File: src/rtl/dff_bank_arbiter.sv
// Round-robin arbiter and load sequencer for a shared WIDTH-bit register.
// One requester is granted, its word loaded into Q, and acknowledged per 3-cycle round.
module dff_bank_arbiter #(
    parameter int N     = 4,
    parameter int WIDTH = 8
) (
    input  logic                   i_clk,
    input  logic                   i_rst,
    input  logic [N-1:0]           i_req,
    input  logic [N*WIDTH-1:0]     i_data,
    output logic [N-1:0]           o_gnt,
    output logic [N-1:0]           o_ack,
    output logic [WIDTH-1:0]       o_q,
    output logic                   o_busy,
    output logic [$clog2(N)-1:0]   o_last_id
);

    localparam int IW = $clog2(N);

    typedef enum logic [1:0] {
        IDLE  = 2'd0,
        GRANT = 2'd1,
        ACK   = 2'd2
    } state_t;

    state_t           r_state;
    state_t           w_state_nxt;
    logic [N-1:0]     r_gnt;
    logic [N-1:0]     w_gnt_nxt;
    logic [N-1:0]     r_ack;
    logic [N-1:0]     w_ack_nxt;
    logic [WIDTH-1:0] r_q;
    logic [WIDTH-1:0] w_q_nxt;
    logic             r_busy;
    logic [IW-1:0]    r_last_id;
    logic [IW-1:0]    w_last_id_nxt;
    logic [IW-1:0]    r_win;
    logic [IW-1:0]    w_win_nxt;

    logic             w_found;
    logic [IW-1:0]    w_arb_win;
    logic [N-1:0]     w_arb_onehot;
    logic [N-1:0]     w_win_onehot;
    logic [WIDTH-1:0] w_win_data;

    // Rotating-priority search: first requester after the last one served, wrapping mod N.
    always_comb begin
        int idx;
        // NOTE: every always_comb output gets a default first so no path can infer a latch.
        w_found   = 1'b0;
        w_arb_win = '0;
        idx       = 0;
        for (int k = 1; k <= N; k++) begin
            idx = (int'(r_last_id) + k) % N;
            if (!w_found && i_req[IW'(idx)]) begin
                w_found   = 1'b1;
                w_arb_win = IW'(idx);
            end
        end
    end

    always_comb begin
        w_arb_onehot            = '0;
        w_arb_onehot[w_arb_win] = 1'b1;
        w_win_onehot            = '0;
        w_win_onehot[r_win]     = 1'b1;
    end

    always_comb begin
        w_win_data = '0;
        for (int i = 0; i < N; i++) begin
            if (r_win == IW'(i)) begin
                w_win_data = i_data[i*WIDTH +: WIDTH];
            end
        end
    end

    always_comb begin
        w_state_nxt   = r_state;
        w_gnt_nxt     = '0;
        w_ack_nxt     = '0;
        w_q_nxt       = r_q;
        w_last_id_nxt = r_last_id;
        w_win_nxt     = r_win;
        unique case (r_state)
            IDLE: begin
                if (w_found) begin
                    w_state_nxt = GRANT;
                    w_gnt_nxt   = w_arb_onehot;
                    w_win_nxt   = w_arb_win;
                end
            end
            GRANT: begin
                // Only the granted line matters here; a dropped request aborts without loading.
                if (i_req[r_win]) begin
                    w_state_nxt   = ACK;
                    w_q_nxt       = w_win_data;
                    w_last_id_nxt = r_win;
                    w_ack_nxt     = w_win_onehot;
                end else begin
                    w_state_nxt = IDLE;
                end
            end
            ACK: begin
                w_state_nxt = IDLE;
            end
            default: begin
                w_state_nxt = IDLE;
            end
        endcase
    end

    always_ff @(posedge i_clk or posedge i_rst) begin
        if (i_rst) begin
            r_state   <= IDLE;
            r_gnt     <= '0;
            r_ack     <= '0;
            r_q       <= '0;
            r_busy    <= 1'b0;
            r_last_id <= IW'(N - 1);
            r_win     <= '0;
        end else begin
            // NOTE: non-blocking assignments so every flop samples pre-edge values together.
            r_state   <= w_state_nxt;
            r_gnt     <= w_gnt_nxt;
            r_ack     <= w_ack_nxt;
            r_q       <= w_q_nxt;
            r_busy    <= (w_state_nxt != IDLE);
            r_last_id <= w_last_id_nxt;
            r_win     <= w_win_nxt;
        end
    end

    assign o_gnt     = r_gnt;
    assign o_ack     = r_ack;
    assign o_q       = r_q;
    assign o_busy    = r_busy;
    assign o_last_id = r_last_id;

endmodule

File: config.mk
export PLATFORM = sky130hd
export DESIGN_NAME = dff_bank_arbiter
export DESIGN_NICKNAME = d
export VERILOG_FILES = /design/src/rtl/dff_bank_arbiter.sv
export SDC_FILE = /design/constraint.sdc
export NUM_CORES = 1
export LEC_CHECK = 0
export ABC_AREA = 1
export BUFFER_PORTS_ARGS = -buffer_cell sky130_fd_sc_hd__buf_4
export CAP_MARGIN = 10
export CORE_ASPECT_RATIO = 1.25
export CORE_MARGIN = 2
export CORE_UTILIZATION = 52
export CTS_CLUSTER_SIZE = 20
export DETAILED_ROUTE_END_ITERATION = 8
export PLACE_DENSITY = 0.84
export SLEW_MARGIN = 5
export SYNTH_ARGS = -nofsm -noshare
export SYNTH_HDL_FRONTEND = slang
export SYNTH_SLANG_ARGS = --single-unit
File: constraint.sdc
create_clock -name i_clk -period 2.84 [get_ports i_clk]
set_input_delay 0.568 -clock i_clk [delete_from_list [all_inputs] [get_ports i_clk]]
set_output_delay 0.568 -clock i_clk [all_outputs]
set_load 0.05 [all_outputs]
## Word level (Yosys, flattened, before mapping)

Index checks and enable logic that the tools add are counted.

- Register bits: 23
- Bits in latches: 0
- RAM bits: 0
- Bits in read-only memories: 0
- Input port bits: 38
- Output and inout bits: 19
- Word-level logic and storage cells: 73
- Memories kept: 0

- Add/sub/neg operators: 4
- Multipliers: 0
- Div/mod/pow operators: 0
- $lt $le $gt $ge: 8
- Eq/ne operators: 4
- Shift-type cells: 0
- Mux-type cells: 37
- Bitwise logic cells: 0
- Reduce and logical (&&, ||, !) cells: 13

Operators by type and width:

| cell | number |
|---|---|
| two-way mux 8 bit | 4 |
| less-than comparator 2 x 4 -> 1 bit (second input constant) | 4 |
| two-way mux 4 bit | 4 |
| two-way mux 1 bit | 15 |
| two-way mux 2 bit | 6 |
| binary-select mux 1 bit (select 2 bit) | 5 |
| less-than comparator 2 x 3 -> 1 bit (second input constant) | 2 |
| logical AND 1 bit | 5 |
| adder 2 x 1 -> 2 bit (second input constant) | 2 |
| adder 2 bit (second input constant) | 2 |
| demux 1 bit (select 2 bit) | 2 |
| equality test 2 x 1 -> 1 bit (second input constant) | 2 |
| equality test 2 bit (second input constant) | 2 |
| greater-or-equal comparator 2 x 1 -> 1 bit (second input constant) | 2 |
| zero test 2 bit | 2 |
| one-hot mux 2 bit (2 select lines) | 1 |
| AND reduction 2 bit | 2 |
| zero test 1 bit | 3 |
| nonzero test 2 bit | 1 |

## Depth between registers and ports, before layout

Gate-level depths: netlist (run 1).

- Depth after elaboration: 20
- Gate-level depth with buffers: 12

## Worst setup path after synthesis (run 1)

Ideal clock, no wire load.

- Kind: flip-flop to flip-flop
- From: reg r_last_id[1], in the netlist o_last_id[1]
- To: reg r_win[1]
- Data arrival time: 1.594 ns
- Path slack: 1.129 ns
- Stages on the path, launching flop included: 13
- Buffers on the path: 1
- Cell sequence: dfstp_2 > buf_4 > inv_4 > nand2_2 > nand2_2 > nand2_2 > nand2_2 > nor2_2 > nand3_2 > nand2_4 > inv_4 > nand2_4 > nand2_1

- Longest elaborated chain between the ends: 15
- Elaborated cells between the ends (all ways): 31
- Those cells by class: add/sub (4); mux (20); reduce/logical (7)

Ends and longest elaborated chain:

| element | RTL line | source |
|---|---|---|
| start: declaration | 35 | `logic [IW-1:0] r_last_id;` |
| start signal: assignment | 120 | `r_last_id <= IW'(N - 1);` |
| start signal: assignment | 129 | `r_last_id <= w_last_id_nxt;` |
| adder 2 x 1 -> 2 bit | 54 | `idx = (int'(r_last_id) + k) % N;` |
| binary-select mux 1 bit (select 2 bit) | 55 | `if (!w_found && i_req[IW'(idx)]) begin` |
| two-way mux 1 bit (not written as such) (2 in series) | 55 |  |
| two-way mux 1 bit | 55 |  |
| zero test 1 bit | 55 |  |
| logical AND 1 bit | 55 |  |
| two-way mux 1 bit | 55 |  |
| zero test 1 bit | 55 |  |
| logical AND 1 bit | 55 |  |
| two-way mux 1 bit | 55 |  |
| zero test 1 bit | 55 |  |
| logical AND 1 bit | 55 |  |
| two-way mux 1 bit | 55 |  |
| AND reduction 2 bit (no line) | -- |  |
| end signal: assignment | 130 | `r_win <= w_win_nxt;` |
| end: declaration | 37 | `logic [IW-1:0] r_win;` |

Parallel ways exist; a longest one is shown, timed or not. The select of a mux whose other input is x is not followed.
A chain may end at the register's enable or synchronous reset.

## Worst setup path in the final report (run 1)

- From: reg r_win[1]
- To: reg r_ack[3], in the netlist o_ack[3]

- Longest elaborated chain between the ends: 6
- Elaborated cells between the ends (all ways): 9
- Those cells by class: order compare (2); mux (6); reduce/logical (1)

Ends and longest elaborated chain:

| element | RTL line | source |
|---|---|---|
| less-than comparator 2 x 3 -> 1 bit (not written as such) / greater-or-equal comparator 2 x 1 -> 1 bit (equally long branches) | 66 | `w_win_onehot[r_win] = 1'b1;` |
| logical AND 1 bit (not written as such) | 66 |  |
| two-way mux 1 bit (not written as such) | 66 |  |
| demux 1 bit (select 2 bit) | 66 |  |
| two-way mux 4 bit (*) | 95 | `if (i_req[r_win]) begin` |
| two-way mux 4 bit (*) | 85 | `unique case (r_state)` |
| via w_ack_nxt[3] | 31 | `logic [N-1:0] w_ack_nxt;` |
| end signal: assignment | 126 | `r_ack <= w_ack_nxt;` |
| end: declaration | 30 | `logic [N-1:0] r_ack;` |

Mark *: on every way through the listed nets, which the timed path passes. The rest lies on a longest branch. The select of a mux whose other input is x is not followed.

==> results of run 1 <==
## logic make-up (layout without fill, tap and decap cells)
logic type             Yosys count  in the layout  share of synthesized area
buffers and inverters           21             75                     0.0913
flip-flops                      23             23                      0.398
AO/OA/AOI/OAI                   20             20                      0.112
AND/OR/NAND/NOR                110            110                      0.399
## area by class of cell
class | instances | area [sq um]
Clock buffer | 3 | 22.5
Fill cell | 230 | 801
Multi-Input combinational cell | 130 | 742
Timing Repair Buffer | 56 | 420
Clock inverter | 1 | 5.00
Inverter | 15 | 68.8
Tap cell | 34 | 42.5
Sequential cell | 23 | 578
## power by group through the flow
stage | clock network [mW] | logic [mW] | registers [mW]
4_1_cts | 0.159 | 1.55 | 0.618
2_1_floorplan | 0 | 1.02 | 0.849
3_3_place_gp | 0 | 1.50 | 0.619
5_1_grt | 0.173 | 1.68 | 0.639
6_report | 0.158 | 1.53 | 0.617
3_5_place_dp | 0 | 1.54 | 0.624
## state kept, by name, summed over array words and instances (netlist names)
name,cells
r_win,2
o_busy,1
o_last_id,2
r_state,2
o_gnt,4
o_q,8
o_ack,4
## stage by stage
stage / worst slack, ps / hold WS [ps]
after floorplan: 1130 / 550
after global placement: 1020 / 467
after detailed placement: 954 / 470
after CTS: 918 / 439
after global routing: 752 / 464
final: 946 / 410
## final timing paths
kind	from	endpoint
min in group i_clk	o_q[7]	o_q[7]
hold reg to reg	o_q[7]	o_q[7]
setup / recovery	r_win[1]	o_ack[3]
hold / removal	i_rst	r_win[1]
setup reg to reg	r_win[1]	o_ack[3]
max in group asynchronous	i_rst	o_q[7]
## layout by cell type, fill, tap and decap left out
cell type,Yosys,final
nand3_4,1,1
nand2_4,2,2
o21ai_0,1,1
buf_4,1,56
nor3_2,2,2
nand2_1,66,66
nor2_4,1,1
clkbuf_4,0,3
a21boi_1,1,1
a21oi_1,1,1
nor2_2,4,4
dfrtp_1,21,21
inv_1,6,6
nand3_1,7,7
dfstp_2,2,2
a221oi_1,8,8
inv_4,5,5
nor2_8,2,2
nand3_2,2,2
o21ai_1,1,1
inv_2,4,4
clkinv_2,0,1
nand4_1,2,2
nor2_1,4,4
nand2_2,16,16
nand4_2,1,1
o21ai_2,8,8
## routing by layer
metal  share of wire  wire length [um]  up-vias
met5               0                 0        -
li1                -                 -      676
met4           0.017                54        0
met2            0.54              1780       68
met1            0.38              1250      611
met3           0.055               179        5
==> flow_metrics.env, run 1 <==
export IMPL_grt_ovfl_total=0
export IMPL_post_synth_top_count_cell="nand2_1"
export IMPL_slew_viol_final=0
export IMPL_start_util=0.542
export IMPL_worstMarginPinSlew_ps=852
export IMPL_cp_slowest_stage_delay_ps=730
export IMPL_fp_dieArea_sq_mm=0.00324
export IMPL_synthDistinctLibCells=26
export IMPL_grt_max_degree=24
export IMPL_path_common_cell="nand2_1"
export IMPL_dp_cells=258
export IMPL_internal_power_mw=1.01
export IMPL_post_route_cell_area_sq_mm=0.00188
export IMPL_crit_family="simple AND/OR/NAND/NOR gates"
export IMPL_clock_sinks=23
export IMPL_synth_top_area_frac=0.362
export IMPL_rsz0062_at_grt="no"
export IMPL_cp_data_arrival_time_ps=2150
export IMPL_fin_skew_ps=3.47
export IMPL_fmax_ghz=0.528
export IMPL_fin_crit_ps=1890
export IMPL_num_vias=1360
export IMPL_grt_busiest_layer="met2"
export IMPL_synthTopCellsByArea="dfrtp_1, nand2_1, nand2_2, a221oi_1, o21ai_2"
export IMPL_viasPerCell=5.19
export IMPL_power_frac_seq=0.268
export IMPL_fin_total_pwr_mw=2.31
export IMPL_fin_util=0.701
export IMPL_die_h_um=63.1
export IMPL_antenna_cells=0
export IMPL_path_cells="nand2_2 > inv_4 > nand2_1 > nand4_2 > nand3_4 > inv_2 > nand2_1 > nor2_1"
export IMPL_r2r_cells=8
export IMPL_gp_congestion=0.917
export IMPL_peakVddDrop_uv=588
export IMPL_final_antenna_net_count=0
export IMPL_place_area_sq_mm=0.00185
export IMPL_syn_inst=174
export IMPL_crit_type="reg2reg"
export IMPL_fp_row_count=21
export IMPL_switchingPower_mw=1.29
export IMPL_final_cells=262
export IMPL_synth_area_sq_mm=0.00145
export IMPL_final_nets=267
export IMPL_synth_seq_cells=23
export IMPL_yosysTopAreaCell="dfrtp_1"
export IMPL_route_detailed_drc=0
export IMPL_grt_pass1_vias=1339
export IMPL_clockPowerShare=0.068
export IMPL_synth_common_cells="nand2_1, dfrtp_1, nand2_2"
export IMPL_drt_total_wl_mm=3.26
export IMPL_wl_per_cell_um=12.4
export IMPL_postCtsSetupBuffers=0
export IMPL_slew_headroom=0.432
export IMPL_cts_tree="done"
export IMPL_critPathLaunchType="flop"
export IMPL_synth_seq_area_share=0.398
export IMPL_h_tree_depth=1
export IMPL_drive_gt1_frac=0.482
export IMPL_crit_buf_inv=2
export IMPL_crit_slowest_cell="dfrtp_1"
export IMPL_die_x_um=51.3
export IMPL_yosys_warnings=0
export IMPL_post_cts_resized=0
export IMPL_synth_edf_count=0
export IMPL_hold_violations=0
export IMPL_critPathCaptureType="flop"
export IMPL_use_met1=0.260
export IMPL_syn_avg_cell_area_sq_um=8.35
export IMPL_clkSlewWorstSetupHoldPaths_ps=130
export IMPL_p_leak_nw=1.02
export IMPL_synthArstFlopShare=1.00
export IMPL_insertion_delay_ps=320
export IMPL_reg2reg_slack_ps=950
export IMPL_clk_path_buf_depth=2
export IMPL_hpwl_mm=2.61
export IMPL_status="complete, no violations"
export IMPL_swShare=0.561
export IMPL_crit_fanout=22
export IMPL_layout_area_overhead_vs_synth_pct=29.4
export IMPL_cts_root_buf="clkbuf_4"
export IMPL_setup_violations=0
export IMPL_num_io_pins=57
export IMPL_holdBufCountCts=0
export IMPL_p_comb_frac=0.664
export IMPL_synth_flop_cell="dfrtp_1"
export IMPL_drt_iter0_markers=34
export IMPL_track_usage=0.232
export IMPL_worst_path_stages=8
export IMPL_coreArea_sq_mm=0.00268
export IMPL_fin_crit_sh=0.667
export IMPL_grt_antenna_before_repair=0
export IMPL_dr_pass1_iters=4
export IMPL_cts_buffers=3
export IMPL_grt_pass1_wl_mm=5.75
export IMPL_met2_usage=0.432
export IMPL_required_ps=3090
export IMPL_drv_cap=0
export IMPL_synth_nets=212
export IMPL_io_buffers=56
export IMPL_hp_class="in2async"
export IMPL_grt_use_met3=0.0213
export IMPL_p_per_area_mw_per_mm2=1230
export IMPL_finalSetupTns_ps=0
No activity file was read; power rests on OpenSTA's default activity.
==> run 2: changes to the inputs <==
--- a/config.mk
+++ b/config.mk
@@ -10,10 +10,10 @@
 export CAP_MARGIN = 10
 export CORE_ASPECT_RATIO = 1.25
 export CORE_MARGIN = 2
-export CORE_UTILIZATION = 52
+export CORE_UTILIZATION = 48
 export CTS_CLUSTER_SIZE = 20
 export DETAILED_ROUTE_END_ITERATION = 8
-export PLACE_DENSITY = 0.84
+export PLACE_DENSITY = 0.78
 export SLEW_MARGIN = 5
 export SYNTH_ARGS = -nofsm -noshare
 export SYNTH_HDL_FRONTEND = slang
==> constraint.sdc (replaced) <==
create_clock -name i_clk -period 1.9 [get_ports i_clk]
set_input_delay 0.38 -clock i_clk [delete_from_list [all_inputs] [get_ports i_clk]]
set_output_delay 0.38 -clock i_clk [all_outputs]
set_load 0.05 [all_outputs]
==> run 2 against run 1 <==
Net effect: clock-buffer cell count is the same; global-route usage is 2.8 points lower; routed wire length down 6.0%; setup slack lost 740 ps; critical endpoint is now o_last_id[0]; largest power group unchanged.
==> flow_metrics.env, run 2 (synthesis results as in run 1) <==
export IMPL_grt_ovfl_total=0
export IMPL_start_util=0.498
export IMPL_fillers=283
export IMPL_layout_commonest_cell="nand2_1"
export IMPL_drt_total_wl_mm=3.06
export IMPL_layout_area_overhead_vs_synth_pct=30.7
export IMPL_reg2reg_slack_ps=250
export IMPL_required_ps=1520
export IMPL_coreArea_sq_mm=0.00292
export IMPL_worstMarginPinSlew_ps=371
export IMPL_antenna_cells=0
export IMPL_finalHoldWorstSlack_ps=90.6
export IMPL_setup_violations=0
export IMPL_fp_row_count=22
export IMPL_layout_common_cells="nand2_1, buf_4, dfrtp_1"
export IMPL_drt_iter0_markers=20
export IMPL_wl_per_cell_um=11.5
export IMPL_seqCellArea_sq_um=581
export IMPL_viasPerCell=4.82
export IMPL_slew_headroom=0.753
export IMPL_die_x_um=53.2
export IMPL_gp_congestion=0.863
export IMPL_rsz0062_at_grt="no"
export IMPL_p_per_area_mw_per_mm2=1800
export IMPL_critPathLaunchType="flop"
export IMPL_fin_crit_ps=1700
export IMPL_track_usage=0.204
export IMPL_num_vias=1281
export IMPL_cts_buffers=3
export IMPL_place_area_sq_mm=0.00187
export IMPL_postCtsSetupBuffers=0
export IMPL_hpwl_mm=2.49
export IMPL_fin_crit_sh=0.892
export IMPL_drive_gt1_frac=0.496
export IMPL_num_io_pins=57
export IMPL_insertion_delay_ps=310
export IMPL_fin_util=0.651
export IMPL_r2r_start="r_win[0]"
export IMPL_timing_rr_end="o_ack[3]"
export IMPL_grt_antenna_before_repair=0
export IMPL_io_buffers=56
export IMPL_crit_fanout=9
export IMPL_r2r_cells=7
export IMPL_hold_violations=0
export IMPL_die_h_um=65.5
export IMPL_finalSetupTns_ps=0
export IMPL_clock_sinks=23
export IMPL_fin_skew_ps=8.91
export IMPL_h_tree_depth=1
export IMPL_final_antenna_net_count=0
export IMPL_route_detailed_drc=0
export IMPL_status="complete, no violations"
export IMPL_holdBufCountCts=0
export IMPL_drv_cap=0
export IMPL_grt_pass1_vias=1277
export IMPL_dr_pass1_iters=4
export IMPL_cts_tree="done"
export IMPL_hp_class="in2async"
export IMPL_clkSlewWorstSetupHoldPaths_ps=130
export IMPL_grt_max_degree=24
export IMPL_clk_path_buf_depth=2
export IMPL_critPathCaptureType="output pin"
export IMPL_cp_data_arrival_time_ps=1320
export IMPL_cts_root_buf="clkbuf_4"
export IMPL_slew_viol_final=0
export IMPL_final_nets=269
export IMPL_grt_pass1_wl_mm=5.33
export IMPL_peakVddDrop_uv=908
export IMPL_p_leak_nw=1.03
export IMPL_fp_dieArea_sq_mm=0.00349
export IMPL_post_route_cell_area_sq_mm=0.00190
export IMPL_largest_reg_flops=8
export IMPL_multi_input_area_sq_um=742
export IMPL_fmax_ghz=0.590
export IMPL_crit_type="reg2out"
-- run 2: cell types whose count changed in the layout (fill, tap and decap cells not counted), sizes merged --
cell / delta
buf: +2
-- run 2: worst max path at each step --
stage | cells past startpoint | slack, ps | startpoint | endpoint
floorplan | 12 | 190 | o_last_id[1] | r_win[1]
global placement | 8 | 180 | r_win[1] | o_ack[3]
detailed placement | 8 | 120 | r_win[0] | o_ack[3]
CTS | 8 | 80 | r_win[0] | o_ack[3]
global route | 8 | 50 | r_win[0] | o_last_id[1]
finish | 2 | 200 | o_last_id[0] | o_last_id[0]
-- run 2: metrics by stage --
stage / power [mW] / setup slack, ps / cells
finish: 3.42 / 204 / 266
global route: 3.73 / 51.6 / 266
global placement: 3.20 / 179 / 262
detailed placement: 3.22 / 123 / 262
CTS: 3.45 / 76.8 / 266
floorplan: 2.79 / 189 / 174
-- run 2: worst max-delay path: stages, from the launching register on --
cell and delay (ps):
dfstp_2 600, buf_4 200, buf_4 220
-- run 2: power by group --
part	leakage, nW	total, mW	switching, mW	internal, mW
Clock	0.0177	0.224	0.146	0.0786
Combinational	0.717	2.29	1.53	0.755
Sequential	0.291	0.909	0.212	0.697
Total	1.03	3.42	1.89	1.53
-- run 2: area by class of cell --
| cell class | count | area share |
|---|---|---|
| flip-flops and latches | 23 | 0.306 |
| well taps | 36 | 0.0237 |
| repair buffers | 58 | 0.229 |
| multi-input cells | 130 | 0.391 |
| clock inverters | 1 | 0.00264 |
| inverters | 15 | 0.0362 |
| clock buffers | 3 | 0.0119 |
-- run 2: routing by layer --
layer | wire [um] | vias to the layer above | part of all wire | global-route usage
met5 | 0 | - | 0 | 0
met4 | 18 | 0 | 0.0059 | 0.0481
met3 | 232 | 2 | 0.076 | 0.0364
met2 | 1530 | 55 | 0.50 | 0.355
met1 | 1280 | 552 | 0.42 | 0.257
li1 | - | 672 | - | -
-- run 2: what timing repair did --
action / CTS / global route
gates resized for setup: 0 / 2
endpoints found under the setup margin: 0 / 10
endpoints found under the hold margin: 0 / 0
==> run 3: changes to the inputs <==
--- a/config.mk
+++ b/config.mk
@@ -14,7 +14,6 @@
 export CTS_CLUSTER_SIZE = 20
 export DETAILED_ROUTE_END_ITERATION = 8
 export PLACE_DENSITY = 0.78
-export SLEW_MARGIN = 5
 export SYNTH_ARGS = -nofsm -noshare
 export SYNTH_HDL_FRONTEND = slang
 export SYNTH_SLANG_ARGS = --single-unit
==> constraint.sdc (replaced) <==
create_clock -name i_clk -period 1.9 [get_ports i_clk]
set_input_delay 0.19 -clock i_clk [delete_from_list [all_inputs] [get_ports i_clk]]
set_output_delay 0.19 -clock i_clk [all_outputs]
set_load 0.05 [all_outputs]
==> run 3 against run 2 <==
Net effect: setup slack improved by 46 ps; sequential power shrank 0.4%; routed wire length fell by 1.0%; global-route usage down 0.33 points; utilization increased by 0.34 points; sequential share of layout area shrank 0.16 points; clock-buffer cell count stayed put; cell count up 0.38%.
==> flow_metrics.env, run 3 (synthesis results as in run 1) <==
export IMPL_h_tree_depth=1
export IMPL_final_nets=270
export IMPL_clkSlewWorstSetupHoldPaths_ps=130
export IMPL_grt_pass1_vias=1276
export IMPL_power_frac_seq=0.265
export IMPL_fp_dieArea_sq_mm=0.00349
export IMPL_slew_headroom=0.750
export IMPL_met1Wirelength_mm=1.31
export IMPL_status="complete, no violations"
export IMPL_crit_fanout=22
export IMPL_layout_area_overhead_vs_synth_pct=31.4
export IMPL_p_leak_nw=1.03
export IMPL_fin_crit_ps=1650
export IMPL_clk_path_buf_depth=2
export IMPL_met2WireLength_mm=1.48
export IMPL_cp_data_arrival_time_ps=1890
export IMPL_p_per_area_mw_per_mm2=1790
export IMPL_grt_antenna_before_repair=0
export IMPL_critPathLaunchType="flop"
export IMPL_drive_gt1_frac=0.494
export IMPL_fin_crit_sh=0.868
export IMPL_drv_cap=0
export IMPL_clockPowerShare=0.065
export IMPL_worstMarginPinSlew_ps=374
export IMPL_crit_type="reg2reg"
export IMPL_drt_total_wl_mm=3.03
export IMPL_setup_violations=0
export IMPL_peakVddDrop_uv=871
export IMPL_clock_sinks=23
export IMPL_io_buffers=56
export IMPL_fmax_ghz=0.606
export IMPL_required_ps=2140
export IMPL_finalSetupTns_ps=0
export IMPL_rsz0062_at_grt="no"
export IMPL_hp_class="in2reg"
export IMPL_grt_pass1_wl_mm=5.27
export IMPL_wl_met3_um=204
export IMPL_hpwl_mm=2.48
export IMPL_grt_ovfl_total=0
export IMPL_layout_commonest_cell="nand2_1"
export IMPL_cp_startpoint="r_win[0]"
export IMPL_insertion_delay_ps=310
export IMPL_postCtsSetupBuffers=0
export IMPL_num_vias=1321
export IMPL_largest_reg_flops=8
export IMPL_switchingPower_mw=1.88
export IMPL_antenna_cells=0
export IMPL_internal_power_mw=1.53
export IMPL_route_top_layer_used="met4"
export IMPL_cts_buffers=3
export IMPL_num_io_pins=57
export IMPL_swShare=0.551
export IMPL_fp_row_count=22
export IMPL_fin_skew_ps=5.07
export IMPL_grt_max_degree=24
export IMPL_dr_pass1_iters=4
export IMPL_r2r_start="r_win[0]"
export IMPL_cts_root_buf="clkbuf_4"
export IMPL_slew_viol_final=0
export IMPL_layout_common_cells="nand2_1, buf_4, dfrtp_1"
export IMPL_gp_congestion=0.848
export IMPL_start_util=0.498
export IMPL_route_detailed_drc=0
export IMPL_die_x_um=53.2
export IMPL_reg2reg_slack_ps=250
export IMPL_wl_per_cell_um=11.4
export IMPL_drt_iter0_markers=23
export IMPL_critPathCaptureType="flop"
export IMPL_fin_total_pwr_mw=3.41
export IMPL_coreArea_sq_mm=0.00292
export IMPL_hold_violations=0
export IMPL_viasPerCell=4.95
export IMPL_hp_start="i_data[22]"
export IMPL_final_antenna_net_count=0
export IMPL_die_h_um=65.5
export IMPL_cts_tree="done"
export IMPL_p_comb_frac=0.669
export IMPL_track_usage=0.201
==> run 3: layout make-up <==
cell class                      count  area (sq um)
Fill cell                         284          1010
Timing Repair Buffer               59           445
Clock inverter                      1          5.00
Tap cell                           36          45.0
Sequential cell                    23           581
Multi-Input combinational cell    130           742
Inverter                           15          68.8
Clock buffer                        3          22.5
==> run 3: power groups by stage <==
stage,logic [mW],clock network (mW),registers [mW]
2_1_floorplan,1.53,0,1.27
4_1_cts,2.31,0.233,0.904
6_report,2.28,0.224,0.905
3_3_place_gp,2.29,0,0.908
5_1_grt,2.53,0.249,0.934
3_5_place_dp,2.30,0,0.913
==> run 3: path summary, 6_finish.rpt <==
path                                 to  cells after the start
max                            o_ack[3]                      7
min                              o_q[6]                      3
max reg2reg                    o_ack[3]                      7
min reg2reg                      o_q[1]                      2
max in group asynchronous  o_last_id[1]                      4
min in group asynchronous    r_state[1]                      4
==> run 3: critical path, cell delays in order, from the launching register on <==
cell and delay, ps:
dfrtp_2 530, nor2_4 250, nand2_1 100, nand4_2 120, nand3_4 250, inv_2 140, nand2_1 90, nor2_1 110
==> run 3: through the flow <==
step | hold WS [ps] | utilization | setup slack (ps) | instances | cell area [sq um]
CTS | 144 | 0.654 | 79.4 | 267 | 1910
global placement | 250 | 0.641 | 178 | 262 | 1870
global route | 149 | 0.654 | 73.4 | 267 | 1910
floorplan | 190 | - | 189 | 174 | 1450
detailed placement | 253 | 0.641 | 126 | 262 | 1870
finish | 153 | 0.654 | 251 | 267 | 1910
==> run 3: repair_timing <==
item | in CTS | in global routing
setup endpoints to repair | 0 | 10
hold buffers | 1 | 0
gates resized for setup | 0 | 2
endpoints found under the hold margin | 21 | 0
==> run 3: per-layer routing <==
| layer | up-vias | global-route usage |
|---|---|---|
| met5 | - | 0 |
| met2 | 55 | 0.343 |
| li1 | 678 | - |
| met3 | 4 | 0.0364 |
| met1 | 584 | 0.254 |
| met4 | 0 | 0.0577 |
